$ cat src/rtl/sync_link_pkg.sv
// Shared definitions for the serial sync link (frame transmitter and sync-word detector).
package sync_link_pkg;

    // Transmitter state encoding; encodings 5..7 are unused and recover to IDLE.
    typedef enum logic [2:0] {
        IDLE  = 3'd0,
        SYNC  = 3'd1,
        DATA  = 3'd2,
        ABORT = 3'd3,
        GAP   = 3'd4
    } link_state_e;

    // Header byte shared by transmitter and detector.
    localparam logic [7:0] SYNC_WORD_DEFAULT = 8'b10110110;

endpackage

$ cat src/rtl/sync_frame_tx.sv
// Serial frame transmitter: sync word MSB-first, then PAYLOAD_BYTES payload bytes, then
// GAP_CYCLES idle bit-times. Payload arrives through a single-entry valid/ready holding register.
module sync_frame_tx
    import sync_link_pkg::*;
#(
    parameter logic [7:0]  SYNC_WORD     = SYNC_WORD_DEFAULT,
    parameter int unsigned PAYLOAD_BYTES = 2,
    parameter int unsigned GAP_CYCLES    = 1
) (
    input  logic       clk,
    input  logic       reset,
    input  logic [7:0] data_in,
    input  logic       data_valid,
    output logic       data_ready,
    output logic       bit_out,
    output logic       bit_valid,
    output logic       busy,
    output logic       underrun
);

    localparam logic [3:0]  LastByte   = 4'(PAYLOAD_BYTES - 1);
    // GAP is entered with the counter preloaded so it lasts exactly GAP_CYCLES cycles.
    localparam logic [3:0]  GapLoad    = (GAP_CYCLES == 0) ? 4'd0 : 4'(GAP_CYCLES - 1);
    localparam link_state_e AfterFrame = (GAP_CYCLES == 0) ? IDLE : GAP;

    link_state_e state_q, state_d;
    logic [7:0]  hold_reg_q, hold_reg_d;
    logic        hold_full_q, hold_full_d;
    logic [7:0]  shreg_q, shreg_d;
    logic [2:0]  bitcnt_q, bitcnt_d;
    logic [3:0]  bytecnt_q, bytecnt_d;
    logic [3:0]  gapcnt_q, gapcnt_d;
    logic        load;
    logic        accept;

    assign accept = data_valid & ~hold_full_q;

    // State register.
    always_ff @(posedge clk) begin
        if (reset) begin
            state_q <= IDLE;
        end else begin
            state_q <= state_d;
        end
    end

    // Next-state logic; also decides when the holding register is moved into the shifter.
    always_comb begin
        state_d = state_q;
        load    = 1'b0;
        unique case (state_q)
            IDLE: begin
                if (hold_full_q) state_d = SYNC;
            end
            SYNC: begin
                if (bitcnt_q == 3'd0) begin
                    if (hold_full_q) begin
                        load    = 1'b1;
                        state_d = DATA;
                    end else begin
                        state_d = ABORT;
                    end
                end
            end
            DATA: begin
                if (bitcnt_q == 3'd0) begin
                    // bytecnt_q still counts completed bytes before this one.
                    if (bytecnt_q == LastByte) begin
                        state_d = AfterFrame;
                    end else if (hold_full_q) begin
                        load = 1'b1;
                    end else begin
                        state_d = ABORT;
                    end
                end
            end
            ABORT: state_d = AfterFrame;
            GAP: begin
                if (gapcnt_q == 4'd0) state_d = IDLE;
            end
            default: state_d = IDLE;
        endcase
    end

    // Datapath next-state: holding register, shifter and counters.
    always_comb begin
        hold_full_d = (hold_full_q & ~load) | accept;
        hold_reg_d  = accept ? data_in : hold_reg_q;
        shreg_d     = shreg_q;
        bitcnt_d    = bitcnt_q;
        bytecnt_d   = bytecnt_q;
        gapcnt_d    = gapcnt_q;

        case (state_q)
            IDLE: begin
                shreg_d   = SYNC_WORD;
                bitcnt_d  = 3'd7;
                bytecnt_d = 4'd0;
            end
            SYNC, DATA: begin
                shreg_d  = {shreg_q[6:0], 1'b0};
                bitcnt_d = bitcnt_q - 3'd1;
                if (state_q == DATA && bitcnt_q == 3'd0) bytecnt_d = bytecnt_q + 4'd1;
                if (load) begin
                    shreg_d  = hold_reg_q;
                    bitcnt_d = 3'd7;
                end
            end
            default: ;
        endcase

        if (state_q != GAP && state_d == GAP) begin
            gapcnt_d = GapLoad;
        end else if (state_q == GAP) begin
            gapcnt_d = gapcnt_q - 4'd1;
        end
    end

    // Datapath registers; reset discards any held byte.
    always_ff @(posedge clk) begin
        if (reset) begin
            hold_reg_q  <= 8'h00;
            hold_full_q <= 1'b0;
            shreg_q     <= 8'h00;
            bitcnt_q    <= 3'd0;
            bytecnt_q   <= 4'd0;
            gapcnt_q    <= 4'd0;
        end else begin
            hold_reg_q  <= hold_reg_d;
            hold_full_q <= hold_full_d;
            shreg_q     <= shreg_d;
            bitcnt_q    <= bitcnt_d;
            bytecnt_q   <= bytecnt_d;
            gapcnt_q    <= gapcnt_d;
        end
    end

    // Outputs decoded from the registered state only.
    always_comb begin
        data_ready = ~hold_full_q;
        bit_valid  = (state_q == SYNC) || (state_q == DATA);
        bit_out    = bit_valid & shreg_q[7];
        busy       = (state_q == SYNC) || (state_q == DATA) || (state_q == GAP);
        underrun   = (state_q == ABORT);
    end

endmodule

$ cat config.mk
export PLATFORM = sky130hd
export DESIGN_NAME = sync_frame_tx
export DESIGN_NICKNAME = d
export VERILOG_FILES = /design/src/rtl/sync_link_pkg.sv /design/src/rtl/sync_frame_tx.sv
export SDC_FILE = /design/constraint.sdc
export NUM_CORES = 1
export LEC_CHECK = 0
export CAP_MARGIN = 20
export CORE_MARGIN = 5
export CORE_UTILIZATION = 40
export DETAILED_ROUTE_END_ITERATION = 16
export GPL_ROUTABILITY_DRIVEN = 0
export SLEW_MARGIN = 20
export SYNTH_ARGS = -nofsm -noshare
export SYNTH_HDL_FRONTEND = slang
export SYNTH_SLANG_ARGS = --single-unit
export TNS_END_PERCENT = 5
$ cat constraint.sdc
create_clock -name clk -period 3.2 [get_ports clk]
set_input_delay 0.48 -clock clk [delete_from_list [all_inputs] [get_ports clk]]
set_output_delay 0.48 -clock clk [all_outputs]
set_load 0.02 [all_outputs]
# After elaboration in Yosys (flattened, before gate mapping)
# Index checks and enable logic that the tools add are counted.
[op_classes]
addsub = 3
eq_ne = 8
n_mux = 19
bitwise = 6
reduce_logical = 11
[op_table]
columns = ["operator", "count"]
rows = [
  ["3-bit 2-to-1 mux", 7],
  ["8-bit case mux with 2 select lines", 1],
  ["3-bit case mux with 5 select lines", 1],
  ["8-bit 2-to-1 mux", 1],
  ["4-bit case mux with 2 select lines", 1],
  ["3-bit by 2-bit equality test with 1-bit output, second input constant", 2],
  ["3-bit equality test, second input constant", 2],
  ["3-bit logical NOT", 2],
  ["3-bit case mux with 2 select lines", 1],
  ["1-bit 2-to-1 mux", 5],
  ["4-bit by 1-bit adder with 4-bit output, second input constant", 1],
  ["4-bit by 1-bit equality test with 1-bit output, second input constant", 1],
  ["4-bit logical NOT", 1],
  ["4-bit 2-to-1 mux", 1],
  ["2-bit OR reduction", 2],
  ["4-bit by 1-bit subtractor with 4-bit output, second input constant", 1],
  ["1-bit bitwise AND", 3],
  ["3-bit by 1-bit equality test with 1-bit output, second input constant", 1],
  ["3-bit != test, second input constant", 1],
  ["3-bit by 1-bit subtractor with 3-bit output, second input constant", 1],
  ["1-bit logical AND", 2],
  ["1-bit logical OR", 2],
  ["2-bit != test, second input constant", 1],
  ["1-bit NOT", 2],
  ["other kinds (4)", 4],
]
[word_totals]
register_bits = 31
inputBits = 11
wordCells = 54

# Logic depth before layout (Yosys ltp)
[logic_depth]
depth_word = 7
depth_mapped = 6
depth_no_buf = 6

# Least setup slack after synthesis
# OpenSTA, ideal clock, no wires.
[synth_timing]
path_kind = "register -> output"
startpoint = "reg state_q[1]"
endpoint = "out bit_out"
arrival_ps = 1252
setup_slack_ps = 1468
stages_incl_launch_ff = 5
n_path_buf = 0
cell_sequence = "dfxtp_1 xnor2_1 or2_1 clkinv_1 and2_1"
[synth_via]
elab_chain_cells = 3
elab_cells_between_ends = 4
[synth_lines]
columns = ["element", "line", "text"]
rows = [
  ["start, declared", "sync_frame_tx.sv:26", "link_state_e state_q, state_d;"],
  ["start signal, assigned", "sync_frame_tx.sv:43", "state_q <= state_d;"],
  ["3-bit by 1-bit equality test with 1-bit output / 3-bit by 2-bit equality test with 1-bit output (equally long branches)", "sync_frame_tx.sv:141", "bit_valid = (state_q == SYNC) || (state_q == DATA);"],
  ["1-bit logical OR *", "sync_frame_tx.sv:141", ""],
  ["net bit_valid", "sync_frame_tx.sv:16", "output logic bit_valid,"],
  ["1-bit bitwise AND *", "sync_frame_tx.sv:142", "bit_out = bit_valid & shreg_q[7];"],
  ["end, declared", "sync_frame_tx.sv:15", "output logic bit_out,"],
]
# Mark *: on every way through the listed nets, which the timed path passes. The rest lies on a longest branch.

# Worst setup path in the final report
[layout_timing]
startpoint = "reg state_q[1]"
endpoint = "out bit_out"
[layout_via]
elab_chain_cells = 3
elab_cells_between_ends = 4
[layout_lines]
columns = ["element", "line"]
rows = [
  ["3-bit by 1-bit equality test with 1-bit output / 3-bit by 2-bit equality test with 1-bit output (equally long branches)", "sync_frame_tx.sv:141"],
  ["1-bit logical OR *", "sync_frame_tx.sv:141"],
  ["1-bit bitwise AND *", "sync_frame_tx.sv:142"],
]
# Every way passes the cells marked *; elsewhere a longest branch is shown, timed or not.

==> impl_metrics.py <==
metrics = {
    "sta": {
        "period_needed_ns": 2.76,
        "setup_viol": 0,
        "drv_slew": 0,
        "worstMarginPinSlew_ns": 0.829,
        "timing.fmax_mhz": 363,
        "finalWorstSetupSlack_ns": 0.443,
        "fin_hold_ws_ns": 0.463,
        "period_share": 0.861,
        "skew_ns": 0.00422,
        "grt_setup_unrepaired": "false",
        "finalHoldViolations": 0,
        "tns_ns": 0,
        "relSlewSlack": 0.446,
    },
    "setup_path": {
        "r2r-end": "gapcnt_q[1]$_SDFFE_PP0P_",
        "r2r_setup_slack_ns": 1.34,
        "cp.arrival_ns": 2.28,
        "slowest_delay_ns": 0.61,
        "worstSetupPathType": "flop to output port",
        "end_kind": "output port",
        "r2r_cells": 6,
        "startpoint": "state_q[1]$_SDFF_PP0_",
        "reg2reg_from": "bitcnt_q[0]$_SDFFE_PP0P_",
        "path_buf_inv": 2,
        "start_kind": "flop",
        "crit_chain": "xnor2_1, or2_1, clkinv_1, and2_1, clkdlybuf4s50_1",
        "required_ns": 2.72,
        "crit_fanout": 14,
        "critPathSlowestCell": "dfxtp_1",
        "critical_path.top_delay_family": "buffers and inverters",
    },
    "global_routing": {
        "grt_pass1_vias": 1123,
        "grt_max_degree": 23,
        "antenna_found_initial": 0,
        "grt.overflow.total": 0,
        "grt_usage": 0.124,
        "grt_pass1_wl_um": 4890,
    },
    "min_path": {
        "worstHoldPathCells": 2,
        "min_to": "hold_reg_q[4]$_SDFFE_PP0P_",
        "worstHoldStart": "hold_reg_q[4]$_SDFFE_PP0P_",
        "holdCritPathClass": "flop to flop",
    },
    "routing": {
        "routed_via_density": 5.19,
        "drtIter0Drc": 19,
        "wl_per_cell_um": 12.4,
        "drt_pass1_iterations": 4,
        "vias": 1220,
        "drc": 0,
        "wl_um": 2920,
        "ant_nets": 0,
    },
    "clock_network": {
        "clockBufferDepth": 2,
        "cts_hold_buf": 0,
        "clock_latency_ns": 0.27,
        "cts_made_buffers": 5,
        "cts_setup_buffers": 0,
        "postCtsResizedCells": 0,
        "clk_pin_slew_worst_paths_ns": 0.06,
        "cts_root_buf": "clkbuf_8",
        "htreeDepth": 2,
        "cts.sinks": 31,
        "cts_tree": "yes",
    },
    "yosys": {
        "ys.flop_type": "dfxtp_1",
        "yosysMostFrequentCell": "dfxtp_1",
        "synthTopCellsByCount": "dfxtp_1 (31), nand2_1 (21), nor2_1 (17)",
        "yosysSeqAreaShare": 0.423,
        "synth_edf_count": 0,
        "synth_top_area_share": 0.423,
        "avgSynthCellArea_um2": 8.63,
        "yosysWarningCount": 0,
        "synth_seq_cells": 31,
        "async_flop_share": 0,
        "syn_inst": 170,
        "syn-num-nets": 186,
        "yosys.cell_types.count": 35,
        "syn-cell-area_mm2": 0.00147,
        "yosys.area.top_type": "dfxtp_1",
        "synthTopCellsByArea": "dfxtp_1 (42%), a211oi_1 (6.1%), nand2_1 (5.4%), a21oi_1 (4.4%), nor2_1 (4.4%)",
    },
    "outcome": {
        "status": "completed",
    },
    "power": {
        "p_total_mw": 0.937,
        "p_per_area_mw_per_mm2": 529,
        "max-vdd-ir-drop_v": 0.000259,
        "leakage_nw": 0.647,
    },
    "floorplan": {
        "die_area_mm2": 0.00498,
        "fp.dieW_um": 70.5,
        "core_area_mm2": 0.00361,
        "rows": 22,
        "start_util": 0.407,
        "io-pin-count": 16,
        "die_h_um": 70.5,
    },
    "layout": {
        "area_growth_pct": 20.8,
        "drive_gt1_frac": 0.0802,
        "fin_nets": 202,
        "antenna_cells": 0,
        "fillers": 331,
    },
    "placed_design": {
        "port_buffers": 15,
        "preCtsSetupSlack_ns": 0.740,
        "dp_hpwl_um": 2240,
    },
    "run": {
        "cap_violations": 0,
    },
}
## placed cells by master (no fill, tap or decap), types with 2 or more instances in the layout
cell	netlist	routed
or3_1	3	3
a211oi_1	12	12
nor2_1	17	17
a21oi_1	13	13
nor3b_2	3	3
o211ai_1	2	2
xnor2_1	2	2
nor3_1	11	11
inv_1	8	8
o21ai_0	3	3
xor2_1	4	4
dfxtp_1	31	31
and2_1	4	4
a221oi_1	3	3
clkbuf_8	0	6
ha_1	5	5
nand2_1	21	21
clkdlybuf4s50_1	0	15
nor2b_1	2	2
mux2i_1	5	5
## flip-flops by register name (all words and copies together), names as in the netlist
signal / count
hold_full_q: 1
hold_reg_q: 8
shreg_q: 8
state_q: 3
bitcnt_q: 3
gapcnt_q: 4
bytecnt_q: 4
## kinds of logic (layout without fill, tap and decap cells)
kind of cell               after synthesis  count (layout)  share of synthesized area
xor gates and xnor gates                 6               6                     0.0358
AOI/OAI and AO/OA                       42              42                      0.203
buffers and inverters                   16              33                     0.0435
adders and majority gates                5               5                     0.0427
and+or+nand+nor                         65              65                      0.218
muxes                                    5               5                     0.0341
DFF                                     31              31                      0.423
## cell type report
class                   instances  area [um2]  area share
flip-flops and latches         31         621       0.350
repair buffers                 16         158      0.0890
multi-input cells             123         782       0.441
clock buffers                   6        82.6      0.0466
inverters                       9        33.8      0.0191
clock inverters                 2        35.0      0.0198
well taps                      48        60.1      0.0339
## worst max-delay path by stage
| stage | end | slack [ns] | depth (start not counted) |
|---|---|---|---|
| finish | bit_out | 0.44 | 5 |
| global route | bit_out | 0.28 | 5 |
| CTS | bit_out | 0.43 | 5 |
| detailed placement | bit_out | 0.74 | 5 |
| global placement | bit_out | 0.82 | 5 |
| floorplan | bit_out | 1.47 | 4 |
## report_power, final
part,internal (mW),switching [mW]
clock,0.252,0.138
sequential,0.409,0.0203
combinational,0.0541,0.0637
## metrics by stage
stage,cell area (um2),cells,utilization
after CTS,1770,235,0.491
after detailed placement,1650,227,0.459
final,1770,235,0.491
after global routing,1770,235,0.491
after floorplan,1470,170,-
after global placement,1650,227,0.459
## tightest hold or removal path, delay by kind of cell, from the launching register on
| family | cells | cell delay, ns |
|---|---|---|
| AO/OA/AOI/OAI | 1 | 0.05 |
| flip-flops | 1 | 0.31 |
| AND/OR/NAND/NOR | 1 | 0.05 |
## metal layers
layer  global-route usage  wire, um  vias to the layer above  part of all wire
li1                     -         -                      633                 -
met2                0.203      1410                       17              0.48
met1                0.143      1370                      568              0.47
met4               0.0564        23                        0            0.0079
met5                    0         0                        -                 0
met3               0.0483       111                        2             0.038
(Power assumes the default switching activity.)
==> RTL change 1: new RTL, config.mk and constraints unchanged <==
Encoding of `link_state_e`: now Gray code (3 bits for 5 states).
--- a/src/rtl/sync_link_pkg.sv
+++ b/src/rtl/sync_link_pkg.sv
@@ -3,11 +3,11 @@
 
     // Transmitter state encoding; encodings 5..7 are unused and recover to IDLE.
     typedef enum logic [2:0] {
-        IDLE  = 3'd0,
-        SYNC  = 3'd1,
-        DATA  = 3'd2,
-        ABORT = 3'd3,
-        GAP   = 3'd4
+        IDLE  = 3'b000,
+        SYNC  = 3'b001,
+        DATA  = 3'b011,
+        ABORT = 3'b010,
+        GAP   = 3'b110
     } link_state_e;
 
     // Header byte shared by transmitter and detector.
Formal check against the unedited RTL: no difference found for any inputs over 10 cycles, from zero or initial values and one cycle with reset high; not proved beyond that.
==> RTL change 1 against the unedited design <==
Via count down 2.0%; area after synthesis is 1.2% higher; sequential share of layout area up 0.60 points; wire length up 2.8%; register-to-register slack better by 0.13 ns; global-route usage rose by 0.58 points; sequential cell count did not move; maximum frequency is 0.89% higher; final area fell by 1.7%; cell count down 0.85%; worst setup slack gained 0.024 ns; total power is 9.9% lower; critical path type unchanged; highest routed layer unchanged.
==> RTL change 1: results (changes against the unedited design) <==
Parameter                              Value

Synth
  Cell types with the largest area share after synthesis ... sky130_fd_sc_hd__dfxtp_1, sky130_fd_sc_hd__a21oi_1, sky130_fd_sc_hd__nand2_1 (was sky130_fd_sc_hd__dfxtp_1, sky130_fd_sc_hd__a211oi_1, sky130_fd_sc_hd__nand2_1)
  Mapped Nets ... 185 (was 186)
  YS warnings ... 0 (unchanged)
  Distinct cell type count after synthesis ... 40 (was 35)
  Share of flip-flops with an asynchronous set or reset ... 0% (unchanged)
  Post-synthesis area per instance ... 8.78 um2 (was 8.63 um2)
  Portion of the post-synthesis area used by sequential elements ... 41.8% (was 42.3%)
  Post-synth top cells ... sky130_fd_sc_hd__dfxtp_1, sky130_fd_sc_hd__nand2_1, sky130_fd_sc_hd__a21oi_1, sky130_fd_sc_hd__nor2_1, sky130_fd_sc_hd__inv_1 (was sky130_fd_sc_hd__dfxtp_1, sky130_fd_sc_hd__nand2_1, sky130_fd_sc_hd__nor2_1, sky130_fd_sc_hd__a21oi_1, sky130_fd_sc_hd__a211oi_1)

Final layout
  Ratio of cells with drive above 1 in the final layout ... 11.9% (was 8.02%)
  Layout fillers ... 373 (was 331)
  Diodes inserted ... 0 (unchanged)
  Final #Nets ... 200 (was 202)

Detailed routing
  Remaining design rule violation count ... 0 (unchanged)
  Routed WL ... 3000 um (was 2920 um)
  Routed WL per cell ... 12.9 um (was 12.4 um)
  Number of optimization iterations in the first detailed-route pass ... 4 (unchanged)
  Count of routing violations after the opening detailed-route iteration ... 76 (was 19)
  Vias per cell ... 5.13 (was 5.19)

Global route
  Wire length of the first global-routing pass ... 5060 um (was 4890 um)
  Initial antenna violation count ... 0 (unchanged)
  All-layer global routing usage ... 13.0% (was 12.4%)
  Maximum number of pins on one net before global-route repair ... 25 (was 23)
  Via count of the first global-routing pass ... 1167 (was 1123)

Clock tree
  Number of H-tree branching levels ... 2 (unchanged)
  Total clock buffers created by CTS ... 5 (unchanged)
  Maximum number of buffers from clock root to sink ... 2 (unchanged)
  Count of cells resized by post-cts repair ... 0 (unchanged)
  Source-to-sink clock delay at the later pin of the worst-skew pair ... 0.28 ns
  Clock edge transition at the registers on the reported setup and hold paths ... 0.06 ns (about the same)

STA
  Final Hold Fails ... 0 (unchanged)
  Clock Skews ... 0.00470 ns (was 0.00422 ns)
  Worst-margin pin slew ... 0.564 ns (was 0.829 ns)

Place
  Cell total after placement ... 225 (was 227)
  Estimated wirelength of the detail-placed design ... 2130 um (was 2240 um)
  Buffers added on ports ... 15 (unchanged)

Setup path
  Worst path max stage delay ... 0.62 ns
  Worst Path Arrival ... 2.25 ns (was 2.28 ns)
  Library cell contributing the largest single delay on the critical path ... sky130_fd_sc_hd__dfxtp_1 (unchanged)
  Crit. Startpoint ... state_q[2] (was state_q[1])

Power
  P_leak ... 0.646 nW (was 0.647 nW)
  IR Drop Worst-Case VDD ... 0.221 mV (was 0.259 mV)
  Switching power ... 224 uW (was 222 uW)

Worst hold path
  Min-delay src ... hold_reg_q[0] (was hold_reg_q[4])

Outcome
  Result of the run ... completed (unchanged)
[RTL change 1: final timing paths]
check | end | slack, ns | cells past startpoint
worst max-delay path | bit_out | 0.47 | 4
worst min-delay path | hold_reg_q[0] | 0.46 | 2
worst max register to register | bitcnt_q[2] | 1.47 | 5
worst min register to register | hold_reg_q[0] | 0.46 | 2
[RTL change 1: cells by family after synthesis]
| group | count (synthesis) | synth area share [%] |
|---|---|---|
| flops | 31 | 41.8 |
| xor+xnor | 4 | 2.36 |
| fa+ha+maj | 5 | 4.22 |
| compound gates | 42 | 20.5 |
| buf+inv | 18 | 5.56 |
| simple gates | 60 | 19.4 |
| mux | 9 | 6.16 |
[RTL change 1: metal layers]
metal,track usage (%),wire length [um],vias to the layer above
met2,21.3,1440,30
met1,14.0,1320,549
met3,5.40,171,7
li1,-,-,610
met4,7.31,70,0
met5,0,0,-
[RTL change 1: power groups by stage]
stage / sequential (mW) / combinational [mW] / clock, mW
2_1_floorplan: 0.427 / 0.0973 / 0
3_3_place_gp: 0.434 / 0.127 / 0
3_5_place_dp: 0.435 / 0.129 / 0
4_1_cts: 0.427 / 0.130 / 0.299
5_1_grt: 0.430 / 0.141 / 0.316
6_report: 0.427 / 0.129 / 0.288
[RTL change 1: through the flow]
stage	setup WS (ns)	area, um2
3_3_place_gp	0.822	1660
5_1_grt	0.294	1740
2_1_floorplan	1.52	1480
4_1_cts	0.460	1740
3_5_place_dp	0.776	1660
6_report	0.468	1740
[RTL change 1: final cells by class]
cell class | instances | area share, %
clock inverter | 1 | 0.287
multi-input combinational | 120 | 44.8
clock buffer | 7 | 4.38
sequential | 31 | 35.6
tap | 48 | 3.45
timing repair buffer | 17 | 9.48
inverter | 9 | 1.94
[RTL change 1: worst register-to-register path, stage by stage (launching register included)]
cell	delay (ns)
sky130_fd_sc_hd__dfxtp_1	0.62
sky130_fd_sc_hd__nand2b_1	0.33
sky130_fd_sc_hd__inv_1	0.26
sky130_fd_sc_hd__a31oi_1	0.24
sky130_fd_sc_hd__o21ai_0	0.11
sky130_fd_sc_hd__a21oi_1	0.12
==> RTL change 2: new RTL, same settings <==
Without the edit above. Make the reset (`reset`) asynchronous in 2 clocked blocks. Comments in the files are not updated.
--- a/src/rtl/sync_frame_tx.sv
+++ b/src/rtl/sync_frame_tx.sv
@@ -36,7 +36,7 @@
     assign accept = data_valid & ~hold_full_q;
 
     // State register.
-    always_ff @(posedge clk) begin
+    always_ff @(posedge clk or posedge reset) begin
         if (reset) begin
             state_q <= IDLE;
         end else begin
@@ -117,7 +117,7 @@
     end
 
     // Datapath registers; reset discards any held byte.
-    always_ff @(posedge clk) begin
+    always_ff @(posedge clk or posedge reset) begin
         if (reset) begin
             hold_reg_q  <= 8'h00;
             hold_full_q <= 1'b0;
Function: differs if reset is asserted again (counterexample within 4 cycles, from zero or initial values and one cycle with reset high); with reset held inactive, the same outputs for 10 cycles.
==> RTL change 2 against the unedited design <==
Area after synthesis increased by 9.0%; sequential cell count is the same; final area rose by 5.2%; synthesized cell count is 7.1% lower; cell count shrank 4.3%; global-route usage rose by 0.44 points; worst setup slack better by 0.039 ns; wire length up 4.0%; maximum frequency is 1.4% higher; via count decreased by 3.2%; highest routed layer unchanged.
Power is not compared: it rests on default switching activity, and its combinational part moved more than twofold at a synthesized area within 25%.
==> RTL change 2: results (changes against the unedited design) <==
Parameter                              Value

Outcome
  Result of the run ... completed (unchanged)

Global route
  Via count of the first global-routing pass ... 1190 (was 1123)
  All-layer global routing usage ... 12.8% (was 12.4%)
  Wire length of the first global-routing pass ... 5210 um (was 4890 um)
  Maximum number of pins on one net before global-route repair ... 32 (was 23)

Clock tree
  Cell at the root of the clock tree ... sky130_fd_sc_hd__clkbuf_8 (unchanged)
  Post-CTS Setup Repair Bufs ... 0 (unchanged)
  Number of H-tree branching levels ... 2 (unchanged)

Setup path
  Worst R2R Path Depth ... 4 (was 6)
  Critical-path maximum fanout ... 18 (was 14)
  FF-to-FF setup slack ... 1.18 ns (was 1.34 ns)
  Library cell contributing the largest single delay on the critical path ... sky130_fd_sc_hd__dfrtp_1 (was sky130_fd_sc_hd__dfxtp_1)
  Worst Path Arrival ... 2.24 ns (was 2.28 ns)
  Worst path max stage delay ... 0.65 ns (was 0.61 ns)

Power
  IR Drop Worst-Case VDD ... 0.488 mV
  P_leak ... 0.801 nW

Synth
  Distinct cell type count after synthesis ... 37 (was 35)
  Share of flip-flops with an asynchronous set or reset ... 100% (was 0%)
  Cell types with the largest area share after synthesis ... sky130_fd_sc_hd__dfrtp_1, sky130_fd_sc_hd__mux2i_1, sky130_fd_sc_hd__mux2_2 (was sky130_fd_sc_hd__dfxtp_1, sky130_fd_sc_hd__a211oi_1, sky130_fd_sc_hd__nand2_1)
  Ys flop type ... sky130_fd_sc_hd__dfrtp_1 (was sky130_fd_sc_hd__dfxtp_1)
  Mapped Nets ... 174 (was 186)
  Portion of the post-synthesis area used by sequential elements ... 48.6% (was 42.3%)
  Post-synth top cells ... sky130_fd_sc_hd__dfrtp_1, sky130_fd_sc_hd__nor2_1, sky130_fd_sc_hd__a21oi_1, sky130_fd_sc_hd__o21ai_0, sky130_fd_sc_hd__mux2i_1 (was sky130_fd_sc_hd__dfxtp_1, sky130_fd_sc_hd__nand2_1, sky130_fd_sc_hd__nor2_1, sky130_fd_sc_hd__a21oi_1, sky130_fd_sc_hd__a211oi_1)

Final layout
  Final #Nets ... 190 (was 202)
  Ratio of cells with drive above 1 in the final layout ... 10.9% (was 8.02%)

Place
  Estimated wirelength of the detail-placed design ... 2210 um (was 2240 um)

Worst hold path
  Hold Path Class ... reg -> reg (unchanged)
  Hold Crit Depth ... 1 (was 2)

Detailed routing
  Count of routing violations after the opening detailed-route iteration ... 68 (was 19)
  Vias per cell ... 5.25 (was 5.19)
  Routed WL ... 3030 um (was 2920 um)

STA
  Clock Skews ... 0.00878 ns (was 0.00422 ns)
  Worst-margin pin slew ... 0.783 ns (was 0.829 ns)
RTL change 2: changes by cell type after synthesis, moves of 4 or more:
cell                       delta
sky130_fd_sc_hd__dfrtp_1     +31
sky130_fd_sc_hd__buf_6        +4
sky130_fd_sc_hd__mux2_2       +8
sky130_fd_sc_hd__mux2i_1      +5
sky130_fd_sc_hd__dfxtp_1     -31
sky130_fd_sc_hd__nor3_1      -10
sky130_fd_sc_hd__nand2_1     -13
sky130_fd_sc_hd__a211oi_1    -12
sky130_fd_sc_hd__o21ai_0      +8
RTL change 2: cells by family after synthesis:
| kind of cell | Yosys count | share of synthesized area [%] |
|---|---|---|
| fa+ha+maj | 5 | 3.92 |
| buf+inv | 18 | 6.19 |
| flops | 31 | 48.6 |
| xor+xnor | 1 | 0.548 |
| mux | 18 | 11.9 |
| simple gates | 42 | 12.8 |
| compound gates | 43 | 16.1 |
RTL change 2: layout make-up:
cell class / instances / area (um2)
inverter: 10 / 37.5
timing repair buffer: 17 / 165
sequential: 31 / 776
fill: 365 / 2080
multi-input combinational: 109 / 723
clock buffer: 8 / 100
tap: 50 / 62.6
RTL change 2: where the power goes:
part           switching (mW)  total (mW)  leakage [nW]  internal, mW
Combinational           0.308       0.600         0.365         0.292
Sequential              0.114       0.652         0.384         0.538
Clock                   0.137       0.333        0.0515         0.196
RTL change 2: path summary, 6_finish.rpt:
check / start / endpoint
max in group asynchronous: reset / bytecnt_q[1]
min in group asynchronous: reset / shreg_q[3]
max reg2reg: state_q[0] / shreg_q[3]
min reg2reg: hold_reg_q[4] / hold_reg_q[4]
min: hold_reg_q[4] / hold_reg_q[4]
max: state_q[0] / bit_out
RTL change 2: per-stage QoR:
stage | util, % | area [um2] | setup WS (ns) | cells | hold WS [ns]
6_report | 47.3 | 1860 | 0.483 | 225 | 0.506
3_3_place_gp | 44.7 | 1760 | 0.836 | 217 | 0.484
5_1_grt | 47.3 | 1860 | 0.327 | 225 | 0.538
2_1_floorplan | - | 1600 | 1.32 | 158 | 0.454
4_1_cts | 47.3 | 1860 | 0.464 | 225 | 0.510
3_5_place_dp | 44.7 | 1760 | 0.782 | 217 | 0.495
RTL change 2: layer usage:
| metal | global-route usage [%] | vias to the layer above | share of wire [%] |
|---|---|---|---|
| met1 | 14.9 | 577 | 43 |
| met5 | 0 | - | 0 |
| li1 | - | 580 | - |
| met2 | 21.5 | 17 | 51 |
| met3 | 3.58 | 7 | 4.0 |
| met4 | 6.15 | 0 | 1.9 |
RTL change 2: worst reg2reg max path, stage by stage, from the launching register on:
cell                      delay, ns
sky130_fd_sc_hd__dfrtp_1       0.65
sky130_fd_sc_hd__or2_0         0.35
sky130_fd_sc_hd__o311a_1       0.55
sky130_fd_sc_hd__mux2i_1       0.27
sky130_fd_sc_hd__o21ai_1       0.08
